===== src/rtl/lsu_ctrl_pkg.sv =====
// Shared data-memory constants for the load/store controller.
// Holds the DM_* access-mode encodings, the LSU_FAULT_* response codes,
// the FSM state encodings and a helper that checks a mode for legality.
package lsu_ctrl_pkg;

    // Access modes
    localparam logic [2:0] DM_NONE = 3'd0;
    localparam logic [2:0] DM_W    = 3'd1;
    localparam logic [2:0] DM_H    = 3'd2;
    localparam logic [2:0] DM_HU   = 3'd3;
    localparam logic [2:0] DM_B    = 3'd4;
    localparam logic [2:0] DM_BU   = 3'd5;

    // Response fault codes
    localparam logic [1:0] LSU_FAULT_OK       = 2'b00;
    localparam logic [1:0] LSU_FAULT_MISALIGN = 2'b01;
    localparam logic [1:0] LSU_FAULT_ILLEGAL  = 2'b10;
    localparam logic [1:0] LSU_FAULT_TIMEOUT  = 2'b11;

    // FSM states
    localparam logic [1:0] LSU_ST_IDLE = 2'd0;
    localparam logic [1:0] LSU_ST_RD   = 2'd1;
    localparam logic [1:0] LSU_ST_WR   = 2'd2;
    localparam logic [1:0] LSU_ST_RESP = 2'd3;

    // Encodings 6 and 7 are unassigned.
    function automatic logic dm_mode_legal(input logic [2:0] mode);
        return mode <= DM_BU;
    endfunction

endpackage


===== src/rtl/lsu_lane.sv =====
// Combinational byte lane logic for the load/store controller.
//   word_i   : word read from memory (old word for merges, source for loads)
//   wdata_i  : right-aligned store data (halfword in [15:0], byte in [7:0])
//   off_i    : byte offset addr[1:0]
//   mode_i   : DM_* access mode
//   merged_o : word_i with the store data inserted at the addressed lane
//   load_o   : addressed word/halfword/byte, sign- or zero-extended
module lsu_lane
    import lsu_ctrl_pkg::*;
(
    input  logic [31:0] word_i,
    input  logic [15:0] wdata_i,
    input  logic [1:0]  off_i,
    input  logic [2:0]  mode_i,
    output logic [31:0] merged_o,
    output logic [31:0] load_o
);

    logic [15:0] half_sel;
    logic [7:0]  byte_sel;

    always_comb begin
        half_sel = off_i[1] ? word_i[31:16] : word_i[15:0];
        byte_sel = word_i[{off_i, 3'b000} +: 8];

        merged_o = word_i;
        if (mode_i == DM_H) begin
            if (off_i[1]) begin
                merged_o[31:16] = wdata_i;
            end else begin
                merged_o[15:0] = wdata_i;
            end
        end else if (mode_i == DM_B) begin
            merged_o[{off_i, 3'b000} +: 8] = wdata_i[7:0];
        end

        case (mode_i)
            DM_W:    load_o = word_i;
            DM_H:    load_o = {{16{half_sel[15]}}, half_sel};
            DM_HU:   load_o = {16'h0000, half_sel};
            DM_B:    load_o = {{24{byte_sel[7]}}, byte_sel};
            DM_BU:   load_o = {24'h000000, byte_sel};
            default: load_o = 32'h0000_0000;
        endcase
    end

endmodule


===== src/rtl/lsu_ctrl.sv =====
// Load/store initiator between the MEM stage and a word-only memory port.
// Accepts one access at a time, checks mode/alignment, turns sub-word stores
// into read-modify-write and terminates unacknowledged phases by timeout.
//   clk, reset_n          : clock, synchronous active-low reset
//   req_*                 : request from the pipeline (valid/ready handshake)
//   resp_*                : one-cycle completion pulse with data, fault, pc
//   mem_req/we/addr/wdata : registered word request, held until mem_ack
//   mem_ack, mem_rdata    : memory completion and read data
module lsu_ctrl
    import lsu_ctrl_pkg::*;
#(
    parameter int unsigned TIMEOUT_CYCLES = 255
) (
    input  logic        clk,
    input  logic        reset_n,
    input  logic        req_valid,
    output logic        req_ready,
    input  logic        req_write,
    input  logic [2:0]  req_mode,
    input  logic [31:0] req_addr,
    input  logic [31:0] req_wdata,
    input  logic [31:0] req_pc,
    output logic        resp_valid,
    output logic [31:0] resp_rdata,
    output logic [1:0]  resp_fault,
    output logic [31:0] resp_pc,
    output logic        mem_req,
    output logic        mem_we,
    output logic [31:0] mem_addr,
    output logic [31:0] mem_wdata,
    input  logic        mem_ack,
    input  logic [31:0] mem_rdata
);

    localparam logic [15:0] TimeoutCnt = 16'(TIMEOUT_CYCLES);

    logic [1:0]  state_q, state_d;
    logic        write_q, write_d;
    logic [2:0]  mode_q, mode_d;
    logic [1:0]  off_q, off_d;
    // Only the low halfword feeds the merge; full-word stores go straight out.
    logic [15:0] wdata_q, wdata_d;
    logic [15:0] cnt_q, cnt_d;

    logic        resp_valid_q, resp_valid_d;
    logic [31:0] resp_rdata_q, resp_rdata_d;
    logic [1:0]  resp_fault_q, resp_fault_d;
    logic [31:0] resp_pc_q, resp_pc_d;
    logic        mem_req_q, mem_req_d;
    logic        mem_we_q, mem_we_d;
    logic [31:0] mem_addr_q, mem_addr_d;
    logic [31:0] mem_wdata_q, mem_wdata_d;

    logic [31:0] lane_merged;
    logic [31:0] lane_load;

    lsu_lane u_lane (
        .word_i   (mem_rdata),
        .wdata_i  (wdata_q),
        .off_i    (off_q),
        .mode_i   (mode_q),
        .merged_o (lane_merged),
        .load_o   (lane_load)
    );

    always_comb begin
        state_d      = state_q;
        write_d      = write_q;
        mode_d       = mode_q;
        off_d        = off_q;
        wdata_d      = wdata_q;
        cnt_d        = cnt_q;
        resp_valid_d = 1'b0;
        resp_rdata_d = resp_rdata_q;
        resp_fault_d = resp_fault_q;
        resp_pc_d    = resp_pc_q;
        mem_req_d    = mem_req_q;
        mem_we_d     = mem_we_q;
        mem_addr_d   = mem_addr_q;
        mem_wdata_d  = mem_wdata_q;

        case (state_q)
            LSU_ST_IDLE: begin
                if (req_valid) begin
                    write_d      = req_write;
                    mode_d       = req_mode;
                    off_d        = req_addr[1:0];
                    wdata_d      = req_wdata[15:0];
                    resp_pc_d    = req_pc;
                    resp_rdata_d = 32'h0000_0000;
                    resp_fault_d = LSU_FAULT_OK;
                    // Checks are prioritised: legality, then alignment.
                    if (!dm_mode_legal(req_mode) ||
                        (req_write && (req_mode == DM_HU || req_mode == DM_BU))) begin
                        resp_fault_d = LSU_FAULT_ILLEGAL;
                        resp_valid_d = 1'b1;
                        state_d      = LSU_ST_RESP;
                    end else if (req_mode == DM_W && req_addr[1:0] != 2'b00) begin
                        resp_fault_d = LSU_FAULT_MISALIGN;
                        resp_valid_d = 1'b1;
                        state_d      = LSU_ST_RESP;
                    end else if ((req_mode == DM_H || req_mode == DM_HU) && req_addr[0]) begin
                        resp_fault_d = LSU_FAULT_MISALIGN;
                        resp_valid_d = 1'b1;
                        state_d      = LSU_ST_RESP;
                    end else if (req_mode == DM_NONE) begin
                        resp_valid_d = 1'b1;
                        state_d      = LSU_ST_RESP;
                    end else begin
                        mem_req_d  = 1'b1;
                        mem_addr_d = {req_addr[31:2], 2'b00};
                        cnt_d      = 16'h0000;
                        if (req_write && req_mode == DM_W) begin
                            mem_we_d    = 1'b1;
                            mem_wdata_d = req_wdata;
                            state_d     = LSU_ST_WR;
                        end else begin
                            mem_we_d = 1'b0;
                            state_d  = LSU_ST_RD;
                        end
                    end
                end
            end

            LSU_ST_RD: begin
                if (mem_ack) begin
                    cnt_d = 16'h0000;
                    if (write_q) begin
                        // Sub-word store: keep the request up and turn it into the write.
                        mem_we_d    = 1'b1;
                        mem_wdata_d = lane_merged;
                        state_d     = LSU_ST_WR;
                    end else begin
                        mem_req_d    = 1'b0;
                        resp_rdata_d = lane_load;
                        resp_valid_d = 1'b1;
                        state_d      = LSU_ST_RESP;
                    end
                end else if (cnt_q == TimeoutCnt) begin
                    mem_req_d    = 1'b0;
                    resp_fault_d = LSU_FAULT_TIMEOUT;
                    resp_valid_d = 1'b1;
                    state_d      = LSU_ST_RESP;
                end else begin
                    cnt_d = cnt_q + 16'd1;
                end
            end

            LSU_ST_WR: begin
                if (mem_ack) begin
                    mem_req_d    = 1'b0;
                    mem_we_d     = 1'b0;
                    resp_valid_d = 1'b1;
                    state_d      = LSU_ST_RESP;
                end else if (cnt_q == TimeoutCnt) begin
                    mem_req_d    = 1'b0;
                    mem_we_d     = 1'b0;
                    resp_fault_d = LSU_FAULT_TIMEOUT;
                    resp_valid_d = 1'b1;
                    state_d      = LSU_ST_RESP;
                end else begin
                    cnt_d = cnt_q + 16'd1;
                end
            end

            LSU_ST_RESP: begin
                state_d = LSU_ST_IDLE;
            end

            default: begin
                state_d = LSU_ST_IDLE;
            end
        endcase
    end

    always_ff @(posedge clk) begin
        if (!reset_n) begin
            state_q      <= LSU_ST_IDLE;
            write_q      <= 1'b0;
            mode_q       <= DM_NONE;
            off_q        <= 2'b00;
            wdata_q      <= 16'h0000;
            cnt_q        <= 16'h0000;
            resp_valid_q <= 1'b0;
            resp_rdata_q <= 32'h0000_0000;
            resp_fault_q <= LSU_FAULT_OK;
            resp_pc_q    <= 32'h0000_0000;
            mem_req_q    <= 1'b0;
            mem_we_q     <= 1'b0;
            mem_addr_q   <= 32'h0000_0000;
            mem_wdata_q  <= 32'h0000_0000;
        end else begin
            state_q      <= state_d;
            write_q      <= write_d;
            mode_q       <= mode_d;
            off_q        <= off_d;
            wdata_q      <= wdata_d;
            cnt_q        <= cnt_d;
            resp_valid_q <= resp_valid_d;
            resp_rdata_q <= resp_rdata_d;
            resp_fault_q <= resp_fault_d;
            resp_pc_q    <= resp_pc_d;
            mem_req_q    <= mem_req_d;
            mem_we_q     <= mem_we_d;
            mem_addr_q   <= mem_addr_d;
            mem_wdata_q  <= mem_wdata_d;
        end
    end

    // Gated with reset_n so the block never looks ready while held in reset.
    assign req_ready  = reset_n && (state_q == LSU_ST_IDLE);
    assign resp_valid = resp_valid_q;
    assign resp_rdata = resp_rdata_q;
    assign resp_fault = resp_fault_q;
    assign resp_pc    = resp_pc_q;
    assign mem_req    = mem_req_q;
    assign mem_we     = mem_we_q;
    assign mem_addr   = mem_addr_q;
    assign mem_wdata  = mem_wdata_q;

endmodule


===== config.mk =====
export PLATFORM = sky130hd
export DESIGN_NAME = lsu_ctrl
export DESIGN_NICKNAME = d
export VERILOG_FILES = /design/src/rtl/lsu_ctrl_pkg.sv /design/src/rtl/lsu_lane.sv /design/src/rtl/lsu_ctrl.sv
export SDC_FILE = /design/constraint.sdc
export NUM_CORES = 1
export LEC_CHECK = 0
export BUFFER_PORTS_ARGS = -buffer_cell sky130_fd_sc_hd__buf_2
export CAP_MARGIN = 30
export CORE_MARGIN = 3
export CORE_UTILIZATION = 52
export CTS_CLUSTER_SIZE = 12
export DETAILED_ROUTE_END_ITERATION = 7
export HOLD_SLACK_MARGIN = 0.12
export MAX_ROUTING_LAYER = met4
export PLACE_DENSITY_LB_ADDON = 0.05
export SLEW_MARGIN = 10
export SYNTH_ARGS = -nofsm -noshare
export SYNTH_HDL_FRONTEND = slang
export SYNTH_SLANG_ARGS = --single-unit

===== constraint.sdc =====
create_clock -name clk -period 2.83 [get_ports clk]
set_input_delay 0.283 -clock clk [delete_from_list [all_inputs] [get_ports clk]]
set_output_delay 0.283 -clock clk [all_outputs]
set_load 0.1 [all_outputs]

==> flow_summary_export.csv <==
group,metric,value,unit
status,outcome,"finished, final reports clean",
critical_path,reg2reg_to,"mem_wdata[24]",
global_routing,grt_pass1_wl,46.16,mm
synthesis,ys_warn_count,0,
placement,portBuffers,267,
critical_path,cp_num_buf_inv,1,
synthesis,ys_seq_area_frac,0.3907,
sta,hold_slack,0.1549,ns
layout,drive_above_1_share,0.2496,
placement,place_hpwl,19.77,mm
critical_path,r2r_start,"off_q[0]",
layout,nets,1548,
synthesis,synth-async-reset-ratio,0,
sta,finalHoldViolCount,0,
synthesis,muxShareOfSynthArea,0.08582,
clocking,cts.sinks,171,
global_routing,grt_max_degree,66,
floorplan,chipHeight,135.8,µm
floorplan,start_util,0.5418,
drt,wl_per_cell,18.21,µm
placement,gp_congestion,0.9500,
synthesis,netlist_area,0.008762,mm²
sta,fmax,0.3831,GHz
drt,drc_errors,0,
sta,slew_headroom,0.5079,
critical_path,rr_worst_depth,7,
global_routing,antenna_found_initial,0,
drt,dr.pass1.iters,6,
sta,fin_crit,2.610,ns
clocking,cts_resized,0,
critical_path,cp.arrival,2.98,ns
sta,worst_slew_pin_slew,0.7325,ns
pwr,ir_worst_vdd,570.1,µV
pwr,power_density,840.4,mW/mm²
critical_path,worst_path_max_delay_cell,"nor4b_4",
clocking,htreeDepth,4,
layout,synthToLayoutAreaGrowth,33.59,%
synthesis,synthTopCellsByArea,"dfxtp_1 39%, nand2_1 7.9%, mux2i_1 7.4%, a21oi_1 6.9%, nor2_1 3.8%",
global_routing,grt.total_usage,0.3217,
critical_path,worst_setup_path_start_kind,"flip-flop",
critical_path,path_cells,"inv_1, ha_1, or4b_1, nor4b_4, o2bb2ai_1, a31oi_1, a21oi_1",
synthesis,synth_ff_type,"dfxtp_1",
worst_hold_path,hold_end,"off_q[1]",
sta,maxSlewViolCount,0,
drt,vias_per_cell,5.814,
drt,drt_wl_total,29.71,mm
critical_path,cp-end-kind,"flip-flop",
synthesis,synth_top_family_by_area,"compound AO/OA/AOI/OAI gates",
critical_path,critical_path_class,"flip-flop to flip-flop",
synthesis,yosysTopAreaCell,"dfxtp_1",
global_routing,overflow,0,
synthesis,synthCells,1095,
critical_path,worst_path_largest_cell_delay,0.60,ns
sta,final.setup_skew,0.01048,ns
critical_path,path_delay_family,"simple AND/OR/NAND/NOR gates",
floorplan,core_area,0.01617,mm²
synthesis,synth_compound_area_frac,0.2683,
synthesis,avgSynthCellArea,8.002,µm²
clocking,clk_root_buffer_cell,"clkbuf_16",
worst_hold_path,min_path_type,"input port to flip-flop",
pwr,power_leakage,0.004766,µW
critical_path,r2r_slack,0.22,ns
drt,drt_iter0_markers,942,
sta,setup_tns,0,ns
synthesis,synth_seq_cells,171,
clocking,cts_tree,"built",
floorplan,std_cell_rows,46,
synthesis,synth-edff-count,0,
clocking,cts_buffers,17,
clocking,clock_path_buffers,2,
synthesis,yosys.area_share.xor_xnor,0,
synthesis,yosysUniqueCellTypes,64,
sta,finalCritPeriodShare,0.9223,
synthesis,synth_fa_ha_area_frac,0.01571,
sta,finalSetupViolCount,0,
floorplan,dieArea,0.01844,mm²
floorplan,io_pins,270,
sta,rsz0062_at_grt,"no",
worst_hold_path,worstHoldStart,"req_addr[1]",
global_routing,grt_pass1_vias,8985,
synthesis,synth_simple_gate_area_frac,0.1975,
floorplan,die_w,135.8,µm
drt,ant_nets,0,
drt,vias,9483,
critical_path,crit_required,3.20,ns
critical_path,cp_max_fo,9,
worst_hold_path,whs_path_depth,3,
clocking,clkSlewWorstSetupHoldPaths,0.07,ns
synthesis,yosysTopAreaCellShare,0.3907,
job,drv_cap,0,
clocking,clk_latency,0.43,ns
[layout by cell type, fill, tap and decap left out, types with 5 or more instances in the layout]
cell type / synthesis / layout
buf_4: 2 / 24
o2bb2ai_1: 32 / 32
nand2b_1: 24 / 24
a31oi_1: 37 / 37
a21o_1: 18 / 18
nor2b_1: 36 / 35
buf_2: 11 / 267
ha_1: 11 / 10
o21ai_0: 62 / 62
a22oi_1: 7 / 7
inv_1: 6 / 6
nand4_1: 5 / 5
a41oi_1: 7 / 7
clkbuf_16: 0 / 17
nand3_1: 13 / 13
nor2_1: 88 / 87
mux2i_1: 65 / 65
a21boi_0: 33 / 33
mux2_2: 7 / 7
and3_1: 5 / 5
dlygate4sd3_1: 0 / 78
nand2_1: 184 / 183
a22o_1: 7 / 7
dfxtp_1: 171 / 170
a21oi_1: 121 / 120
a222oi_1: 7 / 7
[state kept, by name (all words and copies together), names as in the netlist]
name / cells
resp_valid: 1
resp_fault: 2
mode_q: 3
state_q: 2
resp_rdata: 32
resp_pc: 32
write_q: 1
mem_wdata: 32
off_q: 2
wdata_q: 16
cnt_q: 16
mem_addr: 30
mem_req: 1
mem_we: 1
[worst max-delay path by stage]
| stage | from | endpoint | slack, ns | cells past startpoint |
|---|---|---|---|---|
| 5_1_grt | off_q[0] | mem_wdata[30] | 0.006 | 7 |
| 6_report | off_q[0] | mem_wdata[24] | 0.22 | 7 |
| 3_3_place_gp | off_q[0] | mem_wdata[29] | 0.35 | 7 |
| 3_5_place_dp | off_q[0] | mem_wdata[29] | 0.25 | 7 |
| 4_1_cts | off_q[0] | mem_wdata[29] | 0.25 | 7 |
| 2_1_floorplan | off_q[1] | mem_wdata[24] | 0.56 | 9 |
[kinds of logic (layout without fill, tap and decap cells)]
kind of cell / Yosys count / after routing
buffers and inverters: 91 / 409
AOI/OAI and AO/OA: 367 / 367
DFF: 171 / 171
other: 1 / 3
and+or+nand+nor: 381 / 381
adders and majority gates: 11 / 11
muxes: 73 / 73
[power by group]
group	internal, µW	switching (µW)	leakage (µW)
combinational	1080	3240	0.00306
clock	1520	1080	0.000319
sequential	2700	225	0.00139
[worst reg2reg max path: stages, from the launching register on]
cell and delay [ns]:
dfxtp_1 0.50, inv_1 0.20, ha_1 0.24, or4b_1 0.56
nor4b_4 0.60, o2bb2ai_1 0.18, a31oi_1 0.09, a21oi_1 0.17
[metrics by stage]
step / instance area [µm²] / util / instances / setup WS [ns] / total power, µW
finish: 11710 / 0.7237 / 1631 / 0.2198 / 9837
global route: 11700 / 0.7236 / 1630 / 0.005534 / 10250
CTS: 11700 / 0.7236 / 1630 / 0.2455 / 9810
detailed placement: 10270 / 0.6348 / 1520 / 0.2470 / 7133
global placement: 10270 / 0.6348 / 1520 / 0.3465 / 7111
floorplan: 8766 / - / 1096 / 0.5644 / 6239
[synthesized netlist by cell type, types with 3 or more instances]
master / n
o21a_1: 4
buf_2: 11
nor2_1: 88
ha_1: 11
a41oi_1: 7
a21o_1: 18
a21boi_0: 33
and3_1: 5
o31ai_1: 3
o32ai_1: 3
nand3_1: 13
nand2b_1: 24
inv_1: 6
clkbuf_1: 68
a222oi_1: 7
mux2i_1: 65
dfxtp_1: 171
o21ai_0: 62
o2bb2ai_1: 32
a22oi_1: 7
o21ai_1: 3
nand4_1: 5
nand2_1: 184
nor2b_1: 36
a21oi_1: 121
a22o_1: 7
nor3_1: 4
a31oi_1: 37
or3b_2: 4
nor3b_1: 3
a211oi_1: 3
mux2_2: 7
[per-layer routing]
layer / wire length, µm / GRT usage
met1: 11940 / 0.4000
met2: 13560 / 0.5000
met3: 2649 / 0.05848
met4: 1553 / 0.1702
met5: 0 / -
[final cells by class]
type	count	area (µm²)
fillers	1275	4468
clock inverters	15	229.0
repair buffers	370	2317
well taps	216	270.3
flip-flops and latches	171	3425
inverters	7	27.53
multi-input cells	834	5009
diodes	1	2.502
clock buffers	17	425.4
[repair_timing]
action                                 CTS  global route
hold buffers                            78             0
endpoints found under the hold margin   78             0
setup buffers                            0             0
No activity file was read; power rests on OpenSTA's default activity.
